==> src/rtl/seg_scan_controller.sv <==
// Time-multiplexed seven-segment scan controller sharing one external hex decoder across digits.
// Optional leading-zero suppression is compiled in with `define SEG_SCAN_LZS_EN.
module seg_scan_controller #(
   parameter int unsigned NUM_DIGITS   = 4,
   parameter int unsigned DIV_WIDTH    = 16,
   parameter int unsigned REFRESH_DIV  = 50000,
   parameter int unsigned BLANK_CYCLES = 4
) (
   input  logic                    clk,
   input  logic                    rst_n,
   input  logic                    en,
   input  logic                    load,
   input  logic [4*NUM_DIGITS-1:0] value,
   input  logic [NUM_DIGITS-1:0]   blank_mask,
   output logic [3:0]              dec_d,
   input  logic [6:0]              dec_seg,
   output logic [6:0]              seg_out,
   output logic [NUM_DIGITS-1:0]   digit_en,
   output logic                    frame_done,
   output logic                    pending
);

   localparam int unsigned IW = $clog2(NUM_DIGITS);
   localparam int unsigned VW = 4 * NUM_DIGITS;

   localparam logic [1:0] ST_IDLE  = 2'd0;
   localparam logic [1:0] ST_BLANK = 2'd1;
   localparam logic [1:0] ST_SHOW  = 2'd2;

   localparam logic [DIV_WIDTH-1:0] DIV_LAST   = DIV_WIDTH'(REFRESH_DIV - 1);
   localparam logic [DIV_WIDTH-1:0] BLANK_LAST = DIV_WIDTH'(BLANK_CYCLES - 1);
   localparam logic [IW-1:0]        IDX_LAST   = IW'(NUM_DIGITS - 1);

   logic [1:0]            state_q, state_d;
   logic [DIV_WIDTH-1:0]  presc_q, presc_d;
   logic [IW-1:0]         idx_q, idx_d;
   logic [VW-1:0]         act_val_q, act_val_d;
   logic [NUM_DIGITS-1:0] act_mask_q, act_mask_d;
   logic [VW-1:0]         pend_val_q, pend_val_d;
   logic [NUM_DIGITS-1:0] pend_mask_q, pend_mask_d;
   logic                  pend_q, pend_d;
   logic [3:0]            dec_d_q, dec_d_d;
   logic [6:0]            seg_q, seg_d;
   logic [NUM_DIGITS-1:0] digit_en_q, digit_en_d;
   logic                  frame_done_q, frame_done_d;

   logic [NUM_DIGITS-1:0] eff_blank;
   logic                  tick;
   logic                  wrap;
   logic [6:0]            lit_seg;
   logic [NUM_DIGITS-1:0] lit_en;

`ifdef SEG_SCAN_LZS_EN
   // A digit goes dark when it and every digit above it hold zero; digit 0 always shows.
   logic [NUM_DIGITS-1:0] lz_sup;
   logic                  zero_above;
   always_comb begin
      lz_sup     = '0;
      zero_above = 1'b1;
      for (int i = NUM_DIGITS - 1; i >= 1; i--) begin
         zero_above = zero_above && (act_val_q[4*i +: 4] == 4'h0);
         lz_sup[i]  = zero_above;
      end
   end
   assign eff_blank = act_mask_q | lz_sup;
`else
   assign eff_blank = act_mask_q;
`endif

   assign tick    = (state_q != ST_IDLE) && en && (presc_q == DIV_LAST);
   assign wrap    = tick && (state_q == ST_SHOW) && (idx_q == IDX_LAST);
   assign lit_seg = eff_blank[idx_q] ? 7'h00 : dec_seg;
   assign lit_en  = NUM_DIGITS'(1) << idx_q;

   always_comb begin
      state_d      = state_q;
      presc_d      = presc_q;
      idx_d        = idx_q;
      act_val_d    = act_val_q;
      act_mask_d   = act_mask_q;
      pend_val_d   = pend_val_q;
      pend_mask_d  = pend_mask_q;
      pend_d       = pend_q;
      seg_d        = seg_q;
      digit_en_d   = digit_en_q;
      frame_done_d = 1'b0;

      if (state_q == ST_IDLE) begin
         presc_d    = '0;
         idx_d      = '0;
         seg_d      = 7'h00;
         digit_en_d = '0;
         if (load) begin
            act_val_d  = value;
            act_mask_d = blank_mask;
         end
         if (en) begin
            state_d = ST_BLANK;
         end
      end else if (!en) begin
         // Abort: nothing loaded is lost, it becomes the displayed value.
         state_d    = ST_IDLE;
         presc_d    = '0;
         idx_d      = '0;
         seg_d      = 7'h00;
         digit_en_d = '0;
         pend_d     = 1'b0;
         if (load) begin
            act_val_d  = value;
            act_mask_d = blank_mask;
         end else if (pend_q) begin
            act_val_d  = pend_val_q;
            act_mask_d = pend_mask_q;
         end
      end else begin
         presc_d = tick ? '0 : presc_q + DIV_WIDTH'(1);
         if (state_q == ST_BLANK) begin
            seg_d      = 7'h00;
            digit_en_d = '0;
            if (presc_q == BLANK_LAST) begin
               state_d    = ST_SHOW;
               seg_d      = lit_seg;
               digit_en_d = lit_en;
            end
         end else if (tick) begin
            state_d      = ST_BLANK;
            idx_d        = (idx_q == IDX_LAST) ? '0 : idx_q + IW'(1);
            seg_d        = 7'h00;
            digit_en_d   = '0;
            frame_done_d = wrap;
         end else begin
            seg_d      = lit_seg;
            digit_en_d = lit_en;
         end

         if (wrap) begin
            pend_d = 1'b0;
            if (load) begin
               act_val_d  = value;
               act_mask_d = blank_mask;
            end else if (pend_q) begin
               act_val_d  = pend_val_q;
               act_mask_d = pend_mask_q;
            end
         end else if (load) begin
            pend_val_d  = value;
            pend_mask_d = blank_mask;
            pend_d      = 1'b1;
         end
      end

      // Follows idx and the active buffer so the decoder settles during the blank window.
      dec_d_d = (state_d == ST_IDLE) ? 4'h0 : act_val_d[4*int'(idx_d) +: 4];
   end

   always_ff @(posedge clk) begin
      if (!rst_n) begin
         state_q      <= ST_IDLE;
         presc_q      <= '0;
         idx_q        <= '0;
         act_val_q    <= '0;
         act_mask_q   <= '0;
         pend_val_q   <= '0;
         pend_mask_q  <= '0;
         pend_q       <= 1'b0;
         dec_d_q      <= 4'h0;
         seg_q        <= 7'h00;
         digit_en_q   <= '0;
         frame_done_q <= 1'b0;
      end else begin
         state_q      <= state_d;
         presc_q      <= presc_d;
         idx_q        <= idx_d;
         act_val_q    <= act_val_d;
         act_mask_q   <= act_mask_d;
         pend_val_q   <= pend_val_d;
         pend_mask_q  <= pend_mask_d;
         pend_q       <= pend_d;
         dec_d_q      <= dec_d_d;
         seg_q        <= seg_d;
         digit_en_q   <= digit_en_d;
         frame_done_q <= frame_done_d;
      end
   end

   assign dec_d      = dec_d_q;
   assign seg_out    = seg_q;
   assign digit_en   = digit_en_q;
   assign frame_done = frame_done_q;
   assign pending    = pend_q;

endmodule
==> config.mk <==
export PLATFORM = sky130hd
export DESIGN_NAME = seg_scan_controller
export DESIGN_NICKNAME = d
export VERILOG_FILES = /design/src/rtl/seg_scan_controller.sv
export SDC_FILE = /design/constraint.sdc
export NUM_CORES = 1
export LEC_CHECK = 0
export ABC_AREA = 1
export BUFFER_PORTS_ARGS = -buffer_cell sky130_fd_sc_hd__buf_4
export CAP_MARGIN = 20
export CORE_MARGIN = 10
export CORE_UTILIZATION = 59
export DETAILED_ROUTE_END_ITERATION = 16
export MAX_ROUTING_LAYER = met4
export PLACE_DENSITY = 0.8
export RECOVER_POWER = 25
export SETUP_SLACK_MARGIN = 0.1
export SYNTH_ARGS = -nofsm -noshare
export SYNTH_HDL_FRONTEND = slang
export SYNTH_SLANG_ARGS = --single-unit
==> constraint.sdc <==
create_clock -name clk -period 1.9 [get_ports clk]
set_input_delay 0.38 -clock clk [delete_from_list [all_inputs] [get_ports clk]]
set_output_delay 0.38 -clock clk [all_outputs]
set_load 0.005 [all_outputs]
Word level (Yosys, flattened, before mapping)
Index checks and enable logic that the tools add are counted.

Register bits: 77. Bits of input ports: 31.

Reductions and logical operators: 14. Add/subtract/negate cells: 2. Bitwise gates (word level): 5. Order comparisons: 1. Shift operators: 2. Eq/ne operators: 8. Mux-type cells: 35.

Operator list (count): 16-bit 2-to-1 mux (6); 4-bit 2-to-1 mux (9); 7-bit 2-to-1 mux (4); 2-bit 2-to-1 mux (11); 16-bit by 1-bit adder with 16-bit output, second input constant (1); 16-bit == test, second input constant (1); 16-bit by 2-bit == test with 1-bit output, second input constant (1); 16-bit by 5-bit variable part select with 4-bit output (1); 3-bit by 1-bit != test with 1-bit output, second input constant (2); 1-bit NOT (5); 5-bit OR reduction (1); 2-bit == test, second input constant (2); 1-bit logical AND (4); 2-bit zero test (2); 1-bit 2-to-1 mux (4); 2-bit AND reduction (2); 4-bit AND reduction (1); 4-bit OR reduction (1); 1-bit by 2-bit left shift with 4-bit output, first input constant (1); 2-bit by 3-bit < comparator with 1-bit output, second input constant (1); 3-bit OR reduction (1); 2-bit by 1-bit adder with 2-bit output, second input constant (1); 1-bit binary-select mux with 2-bit select (1); 2-bit by 1-bit == test with 1-bit output, second input constant (1); 3 further kinds (3).

Depth between registers and ports, before layout
Depth after elaboration: 9. Gate-level depth with buffers: 13.

Worst setup path after synthesis
OpenSTA, ideal clock, no wires.

Kind: reg-to-reg. From: register idx_q[0]. To: register dec_d_q[1], in the netlist dec_d[1]. Arrival time: 1535 ps. Path slack: 243 ps. Cell stages (with the launch flop): 12. Buffers on the path: 1. Library setup time: 121 ps. Clock period less this slack: 1657 ps. Cell sequence: dfxtp_1 > ha_1 > inv_1 > nor3_2 > nand4_4 > nand2_4 > buf_6 > nand2_1 > nand3_1 > nand3_1 > nand3_1 > a21oi_1.

Word-level cells in the longest chain between the ends: 7. Elaborated cells between the ends (all ways): 12.

Ends and longest elaborated chain: from (decl) (RTL line 36) `logic [IW-1:0] idx_q, idx_d;`; from (signal assigned) (RTL line 173) `idx_q <= idx_d;`; 2-bit by 1-bit adder with 2-bit output or 2-bit == test (tied branches) (RTL line 127, 71); 2-bit 2-to-1 mux (RTL line 127) `idx_d = (idx_q == IDX_LAST) ? '0 : idx_q + IW'(1);`; 2-bit 2-to-1 mux (RTL line 125) `end else if (tick) begin`; 2-bit 2-to-1 mux (RTL line 117) `if (state_q == ST_BLANK) begin`; 2-bit 2-to-1 mux (RTL line 100) `end else if (!en) begin`; 2-bit 2-to-1 mux (RTL line 88) `if (state_q == ST_IDLE) begin`; 16-bit by 5-bit variable part select with 4-bit output * (RTL line 153) `dec_d_d = (state_d == ST_IDLE) ? 4'h0 : act_val_d[4*int'(idx_d) +: 4];`; to (signal assigned) (RTL line 166) `dec_d_q <= 4'h0;`; to (signal assigned) (RTL line 179) `dec_d_q <= dec_d_d;`; to (decl) (RTL line 42) `logic [3:0] dec_d_q, dec_d_d;`.

Every way passes the cells marked *; elsewhere a longest branch is shown, timed or not. A chain may end at the register's enable or synchronous reset.

Final worst setup path
From: register presc_q[0]. To: register dec_d_q[2], in the netlist dec_d[2].

Word-level cells in the longest chain between the ends: 8. Elaborated cells between the ends (all ways): 20.

Ends and longest elaborated chain: from (decl) (RTL line 35) `logic [DIV_WIDTH-1:0] presc_q, presc_d;`; from (signal assigned) (RTL line 172) `presc_q <= presc_d;`; 16-bit == test (RTL line 70) `assign tick = (state_q != ST_IDLE) && en && (presc_q == DIV_LAST);`; 1-bit logical AND (RTL line 70); 1-bit logical AND or 2-bit 2-to-1 mux (tied branches) (RTL line 71, 125); 1-bit logical AND or 2-bit 2-to-1 mux (tied branches) (RTL line 71, 117); 16-bit 2-to-1 mux or 2-bit 2-to-1 mux (tied branches) (RTL line 136, 100); 16-bit 2-to-1 mux or 2-bit 2-to-1 mux (tied branches) (RTL line 100, 88); 16-bit 2-to-1 mux or 2-bit zero test (tied branches) (RTL line 88, 153); 16-bit by 5-bit variable part select with 4-bit output or 2-bit OR reduction (tied branches).

Parallel ways exist; a longest one is shown, timed or not.

==> results summary <==
The run finished, with violations left. The checks that failed: setup timing. The number of routed nets with antenna violations came out at 0. The top-level port count is 48. The placement row count is 30.

The height of the die is 104 microns. STA classifies the critical path endpoint as a flop. The antenna diode instance count is 0.

The Yosys step of the flow raised 0 warnings. In the routed layout, each cell is associated on average with a via count of around 6.2. For this run, the leading register cell type out of synthesis is sky130_fd_sc_hd__dfxtp_1.

Counting the buffers created by CTS gives 9. The clock power share came out at 41.1%. The pin slew with the least headroom to its limit came out at 0.592 ns. The number of antenna violations at the first check in global routing came out at 0.

The starting utilization of the core area is between 60% and 70%. The total power after layout came out at 3.76 mW. The min-delay analysis places its worst path in the category primary input to flop. Across the VDD grid, the largest voltage drop is 473 uV.

The placeable core area came out at about 6800 sq um. Averaged over all synthesized cells, the footprint is 7.63 sq um. The class of the most critical setup path is flop to flop. The arrival time reported for the critical path endpoint is 2.22 ns. Cells fill between 70% and 80% of the core in the end. The final layout net count is 656. The synthesis-to-finish area growth came out at 29.5%. The total leakage power is 2.22 nW. The fraction of post-synthesis cell area in the top cell type by area is 36.8%. Leaving out fill and tap cells, the most frequent cells in the layout are sky130_fd_sc_hd__nand2_1 (89), sky130_fd_sc_hd__dfxtp_1 (68), sky130_fd_sc_hd__buf_4 (60).

The cell internal power dissipation is around 2.8 mW. The post-cts hold buffer count came out at 0. The final setup slack of the worst path is -0.0419 ns. For this run, the register share of the synthesized area comes to 36.8%. The post-route non-filler standard cell count came out at roughly 720.

The number of endpoints with negative hold slack in the final report is 0. The share of total power dissipated in combinational logic is 14.0%. The total number of H-tree levels is 3. In this run, synthesis produced a sequential element count of 77. The final period utilization came out at 102%. The worst slew margin relative to its limit came out at approximately three fifths.

After synthesis, the cell types taking the most area are sky130_fd_sc_hd__dfxtp_1 (37%), sky130_fd_sc_hd__nand2_1 (8.9%), sky130_fd_sc_hd__a21oi_1 (5.1%), sky130_fd_sc_hd__nand3_1 (5.1%), sky130_fd_sc_hd__inv_1 (4.4%). The clock net sink count is 77. The placed instance area is 4640 sq um.

The post-placement setup slack is -0.0373 ns. The worst setup path is launched from a flop. After detailed routing, the average wire length per cell comes to between 15 and 20 microns. The number of placed instances, taps included, is 684. Buffers placed on the I/O ports in this run total 47.

The library cell used most frequently in the layout, excluding fill and tap cells, is sky130_fd_sc_hd__nand2_1. For this run, asynchronously set or reset flops after synthesis account for 0%. The number of iterations in the first detailed-routing pass is 5. The areal power density over the cells came out at 693 nW/um^2. The final count of negative-setup-slack endpoints came out at 3.

The final route contains ~4500 vias. The number of pins exceeding their max-slew limit in the final report was 0. The critical-path maximum fanout came out at 8. The total length of routed wires came out at around 14 mm. The post-synthesis instance area came out at 4190 sq um.

The insertion delay to the later sink of the worst-skew pair came out at 0.36 ns. For the worst setup path, the data required time is 2.18 ns. The final critical-path required period came out at 1.94 ns. TritonCTS built the clock tree. The switching power summed over all nets is slightly below 1 mW.

The number of synthesized flops with an enable pin is 0. The largest net degree at the start of global routing is 36. The clock slew seen by the registers of the worst setup and hold paths is around 0.090 ns. The initial detailed-routing violation count came out at between 500 and 600. The fraction of power spent switching nets is 26.3%. Max-cap violations in this run came to 0. In the final layout, the share of cells above drive strength 1 is 36.2%. The final setup skew is between 0.01 and 0.015 ns. Across every metal layer, demand over resource in global routing totals 22.1%.

The post-route cell area came out at around 5400 sq um. The tree is rooted in a sky130_fd_sc_hd__clkbuf_8. The routability congestion estimate from global placement is 0.875. The via count of the first global-routing pass is between 4000 and 5000. Summing all multi-input logic gate instances after layout gives 2570 sq um.

Counting along the longest clock path gives a buffer depth of 2. The estimated wirelength of the detail-placed design is 7.36 mm. The die is roughly 100 microns wide. The first-pass GRT wire length came out at 19.8 mm. The timing-limited maximum frequency came out at just over 0.5 GHz.

The number of distinct library cells after synthesis is 42. The part of the total power dissipated in sequential elements is between 40% and 50%. The full die area is 10900 sq um. The combined flip-flop and latch cell area is 1550 sq um. The fill cell instance count of the final layout came out at 435. Synthesis handed over a netlist of 549 instances. Setup repair after global routing could not meet its margin everywhere. After detailed routing, the number of remaining DRC violations is 0.

The synthesized design spends more area on one cell type than any other, namely sky130_fd_sc_hd__dfxtp_1. The synthesized net count is 585. For this run the aggregate overflow at the end of global routing stands at 0.
per-layer routing:
| metal | track usage (%) | part of all wire [%] | vias up |
|---|---|---|---|
| met5 | - | 0 | - |
| met4 | 9.84 | 4.6 | 0 |
| met3 | 3.97 | 10 | 82 |
| met2 | 33.0 | 46 | 356 |
| met1 | 28.3 | 39 | 2039 |
| li1 | - | - | 1992 |
cell type report:
class / count / area share (%)
clock inverter: 6 / 2.01
inverter: 56 / 4.01
tap: 96 / 2.21
sequential: 77 / 28.6
clock buffer: 10 / 2.54
timing repair buffer: 85 / 13.3
multi-input combinational: 391 / 47.4
worst max-delay path: stages, from the launching register on:
cell and delay [ns]:
sky130_fd_sc_hd__dfxtp_2 0.36, sky130_fd_sc_hd__ha_4 0.16, sky130_fd_sc_hd__nand3_4 0.13, sky130_fd_sc_hd__nor2_4 0.20, sky130_fd_sc_hd__nand4_4 0.17, sky130_fd_sc_hd__nand2_2 0.15
sky130_fd_sc_hd__buf_4 0.14, sky130_fd_sc_hd__nand2_4 0.10, sky130_fd_sc_hd__nand3_1 0.15, sky130_fd_sc_hd__nand3_2 0.08, sky130_fd_sc_hd__a21oi_1 0.22
power groups by stage:
stage / sequential, mW / combinational, mW / clock [mW]
2_1_floorplan: 1.72 / 0.292 / 0
3_3_place_gp: 1.72 / 0.413 / 0
3_5_place_dp: 1.72 / 0.428 / 0
4_1_cts: 1.69 / 0.457 / 1.53
5_1_grt: 1.70 / 0.565 / 1.61
6_report: 1.69 / 0.525 / 1.54
final timing paths:
kind | from | end | slack (ns) | depth (start not counted)
hold / removal | dec_seg[4] | seg_out[4]$_SDFF_PP0_ | 0.26 | 2
setup reg to reg | presc_q[0]$_SDFF_PP0_ | dec_d[2]$_SDFF_PP0_ | -0.04 | 10
setup / recovery | presc_q[0]$_SDFF_PP0_ | dec_d[2]$_SDFF_PP0_ | -0.04 | 10
hold reg to reg | pend_mask_q[3]$_SDFFE_PN0P_ | pend_mask_q[3]$_SDFFE_PN0P_ | 0.45 | 2
registers in the layout (all words and copies together) (netlist names), 2 cells and up:
name and cells:
act_val_q 16, pend_val_q 16, presc_q 16, seg_out 7, act_mask_q 4, dec_d 4
digit_en 4, pend_mask_q 4, idx_q 2, state_q 2
stage by stage:
stage	setup TNS [ns]	hold slack (ns)
finish	-0.0874	0.256
global route	-0.420	0.276
CTS	0	0.292
detailed placement	-0.138	0.437
global placement	0	0.428
floorplan	0	0.418
Yosys cell counts, types with 2 or more instances:
library cell               count
sky130_fd_sc_hd__inv_1        49
sky130_fd_sc_hd__mux2i_1       4
sky130_fd_sc_hd__buf_6         7
sky130_fd_sc_hd__inv_2         5
sky130_fd_sc_hd__nor2_4        3
sky130_fd_sc_hd__nor3b_1      11
sky130_fd_sc_hd__nor3_2        2
sky130_fd_sc_hd__nand3_1      43
sky130_fd_sc_hd__nand3_2      15
sky130_fd_sc_hd__o21a_1        3
sky130_fd_sc_hd__nor3_1        3
sky130_fd_sc_hd__nand2_1      99
sky130_fd_sc_hd__buf_2         8
sky130_fd_sc_hd__o21ai_0      34
sky130_fd_sc_hd__a211oi_2      3
sky130_fd_sc_hd__o21ai_1       5
sky130_fd_sc_hd__a21oi_2      10
sky130_fd_sc_hd__nor2_8        2
sky130_fd_sc_hd__nor4_1        2
sky130_fd_sc_hd__a211oi_1      2
sky130_fd_sc_hd__nor2_2        4
sky130_fd_sc_hd__a21oi_1      43
sky130_fd_sc_hd__ha_1          5
sky130_fd_sc_hd__nand2_2      13
sky130_fd_sc_hd__nand4_1      15
sky130_fd_sc_hd__nand2_4       2
sky130_fd_sc_hd__nand4_4       2
sky130_fd_sc_hd__clkbuf_1     11
sky130_fd_sc_hd__a21boi_0     15
sky130_fd_sc_hd__o211ai_1      4
sky130_fd_sc_hd__nor2_1       38
sky130_fd_sc_hd__dfxtp_1      77
cells by family after synthesis:
family	count (synthesis)	synth area share [%]
compound gates	122	18.1
fa+ha+maj	5	1.49
buf+inv	84	9.49
flops	77	36.8
mux	4	0.955
simple gates	257	33.1
timing repair:
action,in CTS,in global routing
setup endpoints to repair,32,39
cloned,4,1
gates resized for setup,32,45
buffers inserted,5,11
pin swaps,19,17
Power figures use the tool's default switching activity.
